### src/rtl/buffer.sv
// Synchronous FIFO with a circular store, registered read data and 1-cycle read latency.
// Optional overflow/underflow pulse flags are compiled in with BUFFER_ERR_FLAG_EN.
module buffer #(
  parameter int unsigned DASize  = 10,
  parameter int unsigned BUFSize = 4
) (
  input  logic              clk,
  input  logic              rst,
  input  logic              write_en,
  input  logic              read_en,
  input  logic [DASize-1:0] buf_in,
  output logic [DASize-1:0] buf_out,
  output logic              buf_empty,
`ifdef BUFFER_ERR_FLAG_EN
  output logic              buf_ovf,
  output logic              buf_udf,
`endif
  output logic              buf_full
);

  localparam int unsigned PtrW = $clog2(BUFSize);
  localparam int unsigned CntW = PtrW + 1;
  localparam logic [PtrW-1:0] PtrMax  = PtrW'(BUFSize - 1);
  localparam logic [CntW-1:0] CntFull = CntW'(BUFSize);

  logic [DASize-1:0] mem_q [BUFSize];
  logic [PtrW-1:0]   wr_ptr_q, wr_ptr_d;
  logic [PtrW-1:0]   rd_ptr_q, rd_ptr_d;
  logic [CntW-1:0]   count_q, count_d;
  logic [DASize-1:0] out_q, out_d;
  logic              wr_ok, rd_ok;

  assign buf_empty = (count_q == '0);
  assign buf_full  = (count_q == CntFull);
  assign buf_out   = out_q;

  // A write into a full buffer is accepted only if a read frees a slot on the same edge.
  // A read on an empty buffer is never accepted, so there is no write-through bypass.
  always_comb begin
    wr_ok    = write_en & (~buf_full | read_en);
    rd_ok    = read_en & ~buf_empty;
    wr_ptr_d = wr_ptr_q;
    rd_ptr_d = rd_ptr_q;
    count_d  = count_q;
    out_d    = out_q;
    if (wr_ok) begin
      wr_ptr_d = (wr_ptr_q == PtrMax) ? '0 : wr_ptr_q + PtrW'(1);
    end
    if (rd_ok) begin
      rd_ptr_d = (rd_ptr_q == PtrMax) ? '0 : rd_ptr_q + PtrW'(1);
      out_d    = mem_q[rd_ptr_q];
    end
    if (wr_ok && !rd_ok) begin
      count_d = count_q + CntW'(1);
    end else if (rd_ok && !wr_ok) begin
      count_d = count_q - CntW'(1);
    end
  end

  always_ff @(posedge clk) begin
    if (!rst) begin
      wr_ptr_q <= '0;
      rd_ptr_q <= '0;
      count_q  <= '0;
      out_q    <= '0;
    end else begin
      wr_ptr_q <= wr_ptr_d;
      rd_ptr_q <= rd_ptr_d;
      count_q  <= count_d;
      out_q    <= out_d;
    end
  end

  // Storage is not cleared by reset; stale words are unreachable once the pointers reset.
  always_ff @(posedge clk) begin
    if (rst && wr_ok) begin
      mem_q[wr_ptr_q] <= buf_in;
    end
  end

`ifdef BUFFER_ERR_FLAG_EN
  logic ovf_q, ovf_d, udf_q, udf_d;

  always_comb begin
    ovf_d = write_en & buf_full & ~read_en;
    udf_d = read_en & buf_empty;
  end

  always_ff @(posedge clk) begin
    if (!rst) begin
      ovf_q <= 1'b0;
      udf_q <= 1'b0;
    end else begin
      ovf_q <= ovf_d;
      udf_q <= udf_d;
    end
  end

  assign buf_ovf = ovf_q;
  assign buf_udf = udf_q;
`endif

endmodule

### config.mk
export PLATFORM = sky130hd
export DESIGN_NAME = buffer
export DESIGN_NICKNAME = d
export VERILOG_FILES = /design/src/rtl/buffer.sv
export SDC_FILE = /design/constraint.sdc
export NUM_CORES = 1
export LEC_CHECK = 0
export ABC_AREA = 1
export CORE_MARGIN = 4
export CORE_UTILIZATION = 50
export CTS_CLUSTER_DIAMETER = 40
export DETAILED_ROUTE_END_ITERATION = 8
export PLACE_DENSITY_LB_ADDON = 0.05
export SKIP_CTS_REPAIR_TIMING = 1
export SLEW_MARGIN = 5
export SYNTH_ARGS = -nofsm -noshare
export SYNTH_HDL_FRONTEND = slang
export SYNTH_SLANG_ARGS = --single-unit
### constraint.sdc
create_clock -name clk -period 1.88 [get_ports clk]
set_clock_uncertainty 0.2 [all_clocks]
set_input_delay 0.376 -clock clk [delete_from_list [all_inputs] [get_ports clk]]
set_output_delay 0.376 -clock clk [all_outputs]
set_load 0.005 [all_outputs]
==> results of run 1 <==
## logic make-up (layout without fill, tap and decap cells)
group	count (synthesis)	in the layout	synth area share
buffers and inverters	75	126	0.117
adder cells (fa/ha/maj)	7	7	0.0370
XOR/XNOR	1	1	0.00341
AND/OR/NAND/NOR	143	143	0.233
flip-flops	57	57	0.600
AO/OA/AOI/OAI	5	5	0.00974
## layout make-up
class,instances,area share
Clock inverter,2,0.0108
Clock buffer,14,0.0562
Tap cell,67,0.0258
Sequential cell,57,0.475
Timing Repair Buffer,43,0.120
Multi-Input combinational cell,156,0.234
Inverter,67,0.0781
## metal layers
| layer | vias to the layer above | GRT usage | wire (um) |
|---|---|---|---|
| met4 | 0 | 0.105 | 88 |
| met1 | 812 | 0.188 | 2130 |
| met5 | - | 0 | 0 |
| met3 | 7 | 0.0508 | 185 |
| met2 | 26 | 0.284 | 2450 |
| li1 | 968 | - | - |
## flip-flops by register name, summed over array words and instances (netlist names)
| signal | cells |
|---|---|
| rd_ptr_q | 2 |
| count_q | 3 |
| buf_out | 10 |
| mem_q | 40 |
| wr_ptr_q | 2 |
## critical path, stage by stage (launching register included)
cell     delay, ps
dfxtp_2        330
nor2_4         140
buf_6          120
nand3_4         50
nand2_2         70
inv_2           40
ha_4           170
inv_4           60
fa_2           420
o21ai_1        140
nor2_1          50
## cells in the mapped netlist (all sizes together)
cell type  count
nand2         83
nor3           1
a21oi          4
edfxtp        40
nor2          33
ha             6
buf            8
dfxtp         17
o21ai          1
nand3         26
fa             1
xor2           1
clkinv         1
inv           66
## path summary, 6_finish.rpt
path,startpoint,end,slack (ps)
worst min-delay path,write_en,wr_ptr_q[0]$_SDFFE_PN0P_,290
worst min register to register,buf_out[6]$_SDFFE_PN0P_,buf_out[6]$_SDFFE_PN0P_,310
worst max-delay path,count_q[0]$_SDFFE_PN0P_,count_q[1]$_SDFFE_PN0P_,-20
worst max register to register,count_q[0]$_SDFFE_PN0P_,count_q[1]$_SDFFE_PN0P_,-20
## power by group
part	internal [mW]	switching [mW]
clock network	0.755	0.447
registers	1.51	0.110
logic	0.601	0.672
## through the flow
stage,TNS [ps],area [um2]
3_5_place_dp,-8730,2970
2_1_floorplan,0,2590
6_report,-35.2,3250
3_3_place_gp,-8490,2970
5_1_grt,-248,3250
4_1_cts,-516,3190
==> qor.csv, run 1 <==
stage,metric,value,unit
grt,overflow,0,
timing,worst_pin_slew,467,ps
worst_setup_path,rr_worst_depth,10,
floorplanning,initial_utilization,0.530,
timing,setup_viol,2,
run_status,status,finished with violations,
clock_network,htree_levels,3,
timing,finalCritPeriodShare,1.01,
place,post-dp-hpwl,3050,um
yosys,seq_area_frac_synth,0.600,
run,cap_violations,0,
yosys,syn_inst,288,
power,peakVddDrop,651,uV
worst_setup_path,arrival,1920,ps
yosys,ys_types,20,
route,routed_via_density,4.47,
yosys,synth_top_area_frac,0.468,
timing,whs,289,ps
floorplanning,pin_count,26,
power,finalPower,4.10,mW
grt,gr-usage-all-layers,0.170,
timing,finalCriticalPeriod,1900,ps
yosys,ys_seq_elements,57,
yosys,ys_warn_count,0,
cells_and_area,fillerInstances,401,
timing,timing.final.ws_setup,-24.1,ps
floorplanning,die_w,79.7,um
worst_setup_path,start_kind,register,
worst_setup_path,worstSetupPathType,reg -> reg,
cells_and_area,diodes,0,
timing,hold_viol,0,
timing,relSlewSlack,0.688,
place,dp_cells,385,
cells_and_area,layout_commonest_cell,nand2_1,
worst_setup_path,worstPathMaxFanout,2,
worst_setup_path,critPathRequiredTime,1900,ps
route,drc,0,
grt,grt_max_degree,23,
place,port_buffers,25,
route,dr.pass1.iters,5,
power,pwr_density_cell,1260,nW/um2
yosys,syn_area,2570,um2
floorplanning,fp.dieH,79.7,um
place,gp_congestion,0.781,
cells_and_area,multi_input_area,762,um2
min_path,hp-class,in -> reg,
cells_and_area,seqCellArea,1540,um2
route,wl,4850,um
route,vias,1813,
route,wl_per_cell,12.0,um
floorplanning,core_area,4850,um2
timing,maxSlewViolCount,0,
floorplanning,dieArea,6350,um2
cells_and_area,final_nets,355,
yosys,postSynthAreaPerCell,8.92,um2
route,ant_nets,0,
clock_network,clockBufferDepth,2,
yosys,synth_nets,309,
grt,antenna_found_initial,0,
power,p_leak,1.54,nW
clock_network,clock-sinks,57,
route,drt_iter0_drc,43,
run_status,violations,negative setup slack,
clock_network,numCtsBuffers,9,
timing,fmax,0.525,GHz
grt,grt_pass1_vias,1713,
clock_network,path_clk_slew,60,ps
place,place_ws,-446,ps
clock_network,insertion_delay,320,ps
cells_and_area,drive_gt1_frac,0.150,
min_path,whs_path_depth,4,
cells_and_area,fin_cells,406,
clock_network,cts_tree,yes,
grt,grt_pass1_wl,7760,um
cells_and_area,fin_util,0.671,
floorplanning,num_rows,25,
cells_and_area,areaGrowthSynthToFinish,26.6,%
worst_setup_path,cp-end-kind,register,
clock_network,root_buffer,clkbuf_8,
timing,rsz0062_at_grt,true,
yosys,yosysTopAreaCell,edfxtp_1,
yosys,synth.area.top_cells,"edfxtp_1, dfxtp_1, nand2_1, inv_1, nand3_1",
cells_and_area,final_cell_mix,"nand2_1, inv_1, edfxtp_1, nor2_1, nand3_1",
No activity file was read; power rests on OpenSTA's default activity.
==> run 2: changes to the inputs <==
Settings changed: SLEW_MARGIN 5 to unset.
==> results of run 2 <==
Final layout, timing and power as in run 1 (identical DEF).
